<file path="config.mk">
export PLATFORM = sky130hd
export DESIGN_NAME = led_receive
export DESIGN_NICKNAME = d
export VERILOG_FILES = /design/src/rtl/led_pkg.sv /design/src/rtl/led_rx_sync.sv /design/src/rtl/led_receive.sv
export SDC_FILE = /design/constraint.sdc
export NUM_CORES = 1
export LEC_CHECK = 0
export BUFFER_PORTS_ARGS = -buffer_cell sky130_fd_sc_hd__buf_4
export CAP_MARGIN = 0
export CELL_PAD_IN_SITES_DETAIL_PLACEMENT = 0
export CELL_PAD_IN_SITES_GLOBAL_PLACEMENT = 1
export CORE_MARGIN = 2
export CORE_UTILIZATION = 40
export DETAILED_ROUTE_END_ITERATION = 16
export PLACE_DENSITY_LB_ADDON = 0.1
export SYNTH_ARGS = -nofsm -noshare
export SYNTH_HDL_FRONTEND = slang
export SYNTH_HIERARCHICAL = 1
export SYNTH_SLANG_ARGS = --single-unit
export TNS_END_PERCENT = 20
</file>
<file path="constraint.sdc">
create_clock -name clk -period 5.3 [get_ports clk]
set_clock_uncertainty 0.15 [all_clocks]
set_input_delay 1.325 -clock clk [delete_from_list [all_inputs] [get_ports clk]]
set_output_delay 1.325 -clock clk [all_outputs]
set_load 0.005 [all_outputs]
</file>
<file path="src/rtl/led_pkg.sv">
// Shared types and constants for the LED serial frame receiver.
// Optional feature macro used by the receiver: LED_RECEIVE_HDR_CHECK_EN.
package led_pkg;

  // Receiver frame states.
  typedef enum logic [1:0] {
    HUNT = 2'd0,
    LED  = 2'd1,
    END  = 2'd2
  } rx_state_t;

  // The start frame is made of zero bits, the end frame of one bits.
  localparam logic [31:0] START_WORD = 32'h0;
  localparam logic [31:0] END_WORD   = 32'hFFFFFFFF;
  // Fixed marker expected in the top three bits of every LED word.
  localparam logic [2:0]  LED_HDR    = 3'b111;

  // Length of the zero run that arms the receiver for a new frame.
  localparam logic [5:0]  ZERO_RUN   = 6'd32;

  // True when an LED word carries the fixed header marker.
  function automatic logic hdr_ok(input logic [31:0] word);
    return word[31:29] == LED_HDR;
  endfunction

endpackage

</file>
<file path="src/rtl/led_rx_sync.sv">
// Brings cki/sdi into the clk domain and flags each cki rising edge.
// Both lines go through the same number of flops so that sdi_s is the data
// value that was present when cki rose, on the very cycle cki_rise is high.
module led_rx_sync #(
  parameter int SYNC_STAGES = 2
) (
  input  logic clk,
  input  logic rstn,
  input  logic cki,
  input  logic sdi,
  output logic sdi_s,
  output logic cki_rise
);

  logic [SYNC_STAGES-1:0] cki_sync;
  logic [SYNC_STAGES-1:0] sdi_sync;
  logic                   cki_prev;

  // Synchronizer chains plus the delayed cki copy used for edge detection.
  always_ff @(posedge clk or negedge rstn) begin
    if (!rstn) begin
      cki_sync <= '0;
      sdi_sync <= '0;
      cki_prev <= 1'b0;
    end else begin
      cki_sync <= {cki_sync[SYNC_STAGES-2:0], cki};
      sdi_sync <= {sdi_sync[SYNC_STAGES-2:0], sdi};
      cki_prev <= cki_sync[SYNC_STAGES-1];
    end
  end

  assign sdi_s    = sdi_sync[SYNC_STAGES-1];
  assign cki_rise = cki_sync[SYNC_STAGES-1] & ~cki_prev;

endmodule

</file>
<file path="src/rtl/led_receive.sv">
// Serial LED frame receiver: hunts for a 32-zero start frame, collects
// LED_NUM 32-bit LED words ({hdr,bright,blue,green,red}, MSB first), writes
// each word to a downstream pixel FIFO and checks the all-ones end frame.
// Words that arrive while the FIFO is full are dropped and flagged in ovf.
// Optional header check: define LED_RECEIVE_HDR_CHECK_EN to reject words
// whose top three bits are not 3'b111.
//
// Handshake: wr is a single-cycle write strobe with no back-pressure; a word
// is offered for exactly one cycle and is taken only if full is low in that
// cycle, otherwise it is lost and ovf is set.
module led_receive
  import led_pkg::*;
#(
  parameter int LED_NUM     = 4,
  parameter int SYNC_STAGES = 2,
  parameter int TIMEOUT_CNT = 64
) (
  input  logic        clk,
  input  logic        rstn,
  input  logic        cki,
  input  logic        sdi,
  input  logic        full,
  input  logic        ovf_clr,
  output logic        wr,
  output logic [23:0] wr_data,
  output logic [4:0]  wr_bright,
  output logic [7:0]  led_idx,
  output logic        frame_done,
  output logic        frame_err,
  output logic        ovf,
  output logic        busy,
  output logic [1:0]  state_dbg
);

  localparam int          TW       = $clog2(TIMEOUT_CNT + 1);
  localparam logic [TW-1:0] TMO_LAST = TW'(TIMEOUT_CNT - 1);
  localparam logic [7:0]  LAST_IDX = 8'(LED_NUM - 1);

  logic          sdi_s;
  logic          cki_rise;

  rx_state_t     state;
  logic [5:0]    zero_cnt;
  logic [4:0]    bit_cnt;
  logic [30:0]   shift;
  logic [7:0]    word_idx;
  logic [TW-1:0] tmo_cnt;

  // Word waiting to be offered to the FIFO in the cycle after completion.
  logic          pend;
  logic [23:0]   pend_data;
  logic [4:0]    pend_bright;
  logic [7:0]    pend_idx;

  // Last word actually written; drives the outputs between strobes.
  logic [23:0]   hold_data;
  logic [4:0]    hold_bright;
  logic [7:0]    hold_idx;

  logic [31:0]   word_next;
  logic          last_bit;

  led_rx_sync #(
    .SYNC_STAGES(SYNC_STAGES)
  ) u_sync (
    .clk     (clk),
    .rstn    (rstn),
    .cki     (cki),
    .sdi     (sdi),
    .sdi_s   (sdi_s),
    .cki_rise(cki_rise)
  );

  assign word_next = {shift, sdi_s};
  assign last_bit  = (bit_cnt == 5'd31);

  // Frame state machine: start detection, word assembly, end check, timeout.
  always_ff @(posedge clk or negedge rstn) begin
    if (!rstn) begin
      state       <= HUNT;
      zero_cnt    <= '0;
      bit_cnt     <= '0;
      shift       <= '0;
      word_idx    <= '0;
      tmo_cnt     <= '0;
      pend        <= 1'b0;
      pend_data   <= '0;
      pend_bright <= '0;
      pend_idx    <= '0;
      frame_done  <= 1'b0;
      frame_err   <= 1'b0;
    end else begin
      frame_done <= 1'b0;
      frame_err  <= 1'b0;
      pend       <= 1'b0;
      case (state)
        HUNT: begin
          tmo_cnt <= '0;
          if (cki_rise) begin
            if (sdi_s == START_WORD[0]) begin
              if (zero_cnt != ZERO_RUN) zero_cnt <= zero_cnt + 6'd1;
            end else if (zero_cnt == ZERO_RUN) begin
              // This 1 bit is already bit 31 of LED word 0.
              state    <= LED;
              bit_cnt  <= 5'd1;
              word_idx <= '0;
              shift    <= 31'd1;
              zero_cnt <= '0;
            end else begin
              zero_cnt <= '0;
            end
          end
        end

        LED, END: begin
          if (cki_rise) begin
            tmo_cnt <= '0;
            shift   <= word_next[30:0];
            bit_cnt <= bit_cnt + 5'd1;
            if (last_bit) begin
              if (state == LED) begin
`ifdef LED_RECEIVE_HDR_CHECK_EN
                if (!hdr_ok(word_next)) begin
                  frame_err <= 1'b1;
                  state     <= HUNT;
                  zero_cnt  <= '0;
                end else
`endif
                begin
                  pend        <= 1'b1;
                  pend_data   <= word_next[23:0];
                  pend_bright <= word_next[28:24];
                  pend_idx    <= word_idx;
                  if (word_idx == LAST_IDX) state <= END;
                  else word_idx <= word_idx + 8'd1;
                end
              end else begin
                if (word_next == END_WORD) frame_done <= 1'b1;
                else frame_err <= 1'b1;
                state    <= HUNT;
                zero_cnt <= '0;
              end
            end
          end else if (tmo_cnt == TMO_LAST) begin
            frame_err <= 1'b1;
            state     <= HUNT;
            zero_cnt  <= '0;
            tmo_cnt   <= '0;
          end else begin
            tmo_cnt <= tmo_cnt + 1'b1;
          end
        end

        default: state <= HUNT;
      endcase
    end
  end

  assign wr = pend & ~full;

  // Sticky overflow flag; a drop in the same cycle as a clear keeps it set.
  always_ff @(posedge clk or negedge rstn) begin
    if (!rstn) begin
      ovf <= 1'b0;
    end else if (pend && full) begin
      ovf <= 1'b1;
    end else if (ovf_clr) begin
      ovf <= 1'b0;
    end
  end

  // Capture each written word so the outputs hold until the next write.
  always_ff @(posedge clk or negedge rstn) begin
    if (!rstn) begin
      hold_data   <= '0;
      hold_bright <= '0;
      hold_idx    <= '0;
    end else if (wr) begin
      hold_data   <= pend_data;
      hold_bright <= pend_bright;
      hold_idx    <= pend_idx;
    end
  end

  assign wr_data   = wr ? pend_data   : hold_data;
  assign wr_bright = wr ? pend_bright : hold_bright;
  assign led_idx   = wr ? pend_idx    : hold_idx;
  assign busy      = (state != HUNT);
  assign state_dbg = state;

endmodule

</file>
* Word-level counts from Yosys, hierarchy flattened
Cells that the tools add are included.
Word-level totals: bits of input ports 6, bits in registers 142, output and inout bits 44
Cells by class: $add $sub $neg 4, bitwise logic cells 4, equal/unequal tests 20, reduce and logical (&&, ||, !) cells 11, mux-type cells 58
Operator list (count):
- 31-bit 2-to-1 mux | 4
- 8-bit 2-to-1 mux | 8
- 31-bit case mux with 2 select lines | 1
- 6-bit 2-to-1 mux | 7
- 32-bit equality test, second input constant | 1
- 5-bit 2-to-1 mux | 5
- 24-bit 2-to-1 mux | 1
- 1-bit 2-to-1 mux | 17
- 2-bit 2-to-1 mux | 8
- 8-bit case mux with 2 select lines | 1
- 7-bit 2-to-1 mux | 2
- 7-bit case mux with 2 select lines | 1
- 2-bit != test, second input constant | 6
- 6-bit case mux with 2 select lines | 1
- 6-bit AND reduction | 2
- 5-bit case mux with 2 select lines | 1
- 3-bit != test, second input constant | 3
- 8-bit by 1-bit adder with 8-bit output, second input constant | 1
- 8-bit by 2-bit equality test with 1-bit output, second input constant | 1
- 8-bit AND reduction | 1
- 7-bit by 1-bit adder with 7-bit output, second input constant | 1
- 7-bit by 6-bit equality test with 1-bit output, second input constant | 1
- 6-bit by 1-bit adder with 6-bit output, second input constant | 1
- 6-bit equality test, second input constant | 1
- other kinds (17) | 21

* Depth between registers and ports, before layout
depth in word-level cells 6, mapped depth 9, gate-level depth less buffers 7

* Modules after synthesis
Netlist, hierarchy kept.
Modules (own cells, without submodules):
- led_receive | area an instance 6034.5 um^2, instances 1, cells each 518
- led_rx_sync | area an instance 138.9 um^2, instances 1, cells each 6

* Least setup slack after synthesis
No wires, ideal clock.
kind input to output, start point in full, end point out wr_data[14], arrival 2.546 ns, required time 3.825 ns, path slack 1.279 ns, cell stages on the path 4, path through nor2b_1 -> clkbuf_1 -> buf_1 -> mux2_2
Between the ends: cells in the longest elaborated chain, start to end 3
RTL lines:
- start: declaration | RTL line led_receive.sv:22 | input logic full,
- 1-bit inverter | RTL line led_receive.sv:159 | assign wr = pend & ~full;
- 1-bit AND | RTL line led_receive.sv:159
- named net wr | RTL line led_receive.sv:24 | output logic wr,
- 24-bit 2-to-1 mux
- end: declaration | RTL line led_receive.sv:25 | output logic [23:0] wr_data,
The timed path passes the listed nets, and every way through them passes these cells.

* Worst setup path in the final report
start point in full, end point out wr_data[11]
Between the ends: cells in the longest elaborated chain, start to end 3
RTL lines (RTL line):
- 1-bit inverter | led_receive.sv:159
- 1-bit AND | led_receive.sv:159
- 24-bit 2-to-1 mux
Every way passes these cells.

==> metrics.cfg <==
[drt]
drc = 0
via_count = 4216
drtIter0Drc = 223
ant_nets = 0
wl_um = 12700
vias_per_cell = 5.48
wire_per_inst_um = 16.5
first_pass_iters = 4

[clock_network]
cts-root-buf = clkbuf_16
cts_hold_buf = 0
cts_buffer_depth = 2
cts_resized = 0
cts.sinks = 142
cts_tree = done
path_clk_slew_ps = 50
h-tree-depth = 4
insertion_delay_ps = 420
postCtsSetupBuffers = 0
numCtsBuffers = 17

[sta]
rsz0062_at_grt = false
tns_ps = 0
min_period_ps = 4010
max_freq_mhz = 250
tightest_slew_ps = 1090
finalSetupViolations = 0
slew_violations = 0
hold_viol = 0
relSlewSlack_pct = 27.4
post-route-period-util_pct = 75.6

[worst_setup_path]
worstPathRequired_ps = 3830
worstPathArrival_ps = 2530
startpoint = full
critPathCaptureType = output pin
critPathMaxFanout = 38
worst_setup_path_start_kind = input port
reg2reg_from = state_dbg[1]$_DFFE_PN0P_
r2r_slack_ps = 1980
critPathKind = input port to output pin

[logic_synthesis]
synth_top_area_share_pct = 57.6
synth_seq_area_share_pct = 57.6
syn_avg_cell_area_um2 = 11.8
synth_top_cell_by_area = dfrtp_1
synthArstFlopShare_pct = 100
syn_area_mm2 = 0.00617
syn-num-nets = 541
syn_inst = 524
synth_edf_count = 0
synth_area_leaders = dfrtp_1 58%, mux2_2 13%, o21ai_0 6.3%
yosys_most_used_dff = dfrtp_1
ys_ff_latch = 142
synth.distinct_cells = 52
yosysWarnings = 6

[finish]
antennaDiodeCount = 0
drive_gt1_share_pct = 29.6
instances_no_fill = 770
final_nets = 586
final_common_cell = dfrtp_1
layout_common_cells = 142 x dfrtp_1, 78 x o21ai_0, 73 x mux2_2
area_delta_synth_final_pct = 18.4

[die]
rows = 45
io_pins = 50
die_x_um = 128
die_h_um = 128
start_util_pct = 40.8
core_area_mm2 = 0.0151
die-area_mm2 = 0.0164

[place]
dp_cells = 738
gp_congestion = 0.761
io_buffers = 49
place_hpwl_um = 7650

[hold_path]
hp-class = register to register
hp-start = u_sync/cki_sync[0]$_DFF_PN0_

[power_and_ir_drop]
switching_power_w = 0.000500
p_seq_share_pct = 46.4
p_leak_nw = 3.40
ir_drop_uv = 224
power_frac_comb_pct = 2.4
powerDensity_mw_per_mm2 = 324
power.clock.fraction_pct = 51.2
p_int_w = 0.00187
switching_share_pct = 21.1

[global_routing]
grt.total_usage_pct = 16.9
grt_pass1_vias = 4191
grt_pass1_wl_um = 21700
grt.overflow.total = 0
grt_max_degree = 65
grt_antenna_before_repair = 0

[run_status]
outcome = complete, no violations

[job]
drv_cap = 0

registers in the layout, indices dropped and copies added (netlist names), 2 cells and up:
signal	count
hold_data	24
pend_data	24
word_idx	8
tmo_cnt	7
hold_idx	8
shift	31
pend_idx	8
zero_cnt	6
pend_bright	5
hold_bright	5
state_dbg	2
u_sync/sdi_sync	2
bit_cnt	5
u_sync/cki_sync	2
per-layer routing:
layer	GRT usage (%)	routed length, µm	vias up
met4	6.21	183	0
met1	24.9	6600	2147
met2	24.2	5510	75
met3	4.01	418	17
li1	-	-	1977
met5	0	0	-
critical path, stage by stage:
cell	delay [ps]
buf_4	120
nor2b_4	90
buf_4	420
mux2_2	410
buf_4	140
final cells by class:
class                   instances  area [µm²]
multi-input cells             340        2460
fillers                      1366        7830
repair buffers                 55         417
clock buffers                  22         464
well taps                     188         235
flip-flops and latches        142        3550
clock inverters                10         136
inverters                      13        48.8
worst paths after layout:
path                                                      to  cells past startpoint
worst max-delay path                             wr_data[11]                      5
worst min-delay path            u_sync/cki_sync[1]$_DFF_PN0_                      0
worst max register to register       word_idx[0]$_DFFE_PN0P_                      7
worst min register to register  u_sync/cki_sync[1]$_DFF_PN0_                      0
max in group asynchronous          pend_data[18]$_DFFE_PN0P_                      2
min in group asynchronous              hold_idx[7]$_DFF_PN0_                      1
through the flow:
stage | total power [W] | util, % | hold WS, ps | area (µm²) | setup WS [ps]
after floorplan | 0.00114 | - | 181 | 6170 | 1280
after global placement | 0.00118 | 44.3 | 185 | 6710 | 1300
after detailed placement | 0.00118 | 44.3 | 189 | 6710 | 1280
after CTS | 0.00241 | 48.3 | 202 | 7310 | 1280
after global routing | 0.00247 | 48.3 | 207 | 7310 | 1200
final | 0.00237 | 48.3 | 201 | 7310 | 1290
Yosys cell counts (all sizes together) (5+ instances only):
| master | number |
|---|---|
| nand3 | 9 |
| o31ai | 17 |
| and3 | 6 |
| nor2 | 11 |
| dfrtp | 142 |
| o221ai | 6 |
| nand2 | 52 |
| o21ai | 78 |
| ha | 11 |
| buf | 10 |
| clkbuf | 19 |
| nand4 | 10 |
| inv | 13 |
| mux2 | 74 |
| nand3b | 8 |
| nand2b | 7 |
| nor2b | 5 |
power groups by stage:
stage                     combinational, W  clock (W)  sequential (W)
after floorplan                  0.0000261          0         0.00112
after global placement           0.0000579          0         0.00112
after detailed placement         0.0000586          0         0.00112
after CTS                        0.0000596    0.00125         0.00110
after global routing             0.0000672    0.00130         0.00110
final                            0.0000572    0.00121         0.00110
kinds of logic (layout without fill, tap and decap cells):
family / after synthesis / in the layout / share of synthesized area [%]
AOI/OAI and AO/OA: 122 / 122 / 12.1
xor gates and xnor gates: 2 / 2 / 0.284
adders and majority gates: 11 / 11 / 2.23
buffers and inverters: 42 / 100 / 2.96
DFF: 142 / 142 / 57.6
muxes: 75 / 75 / 13.7
and+or+nand+nor: 130 / 130 / 11.2
(Power assumes the default switching activity.)
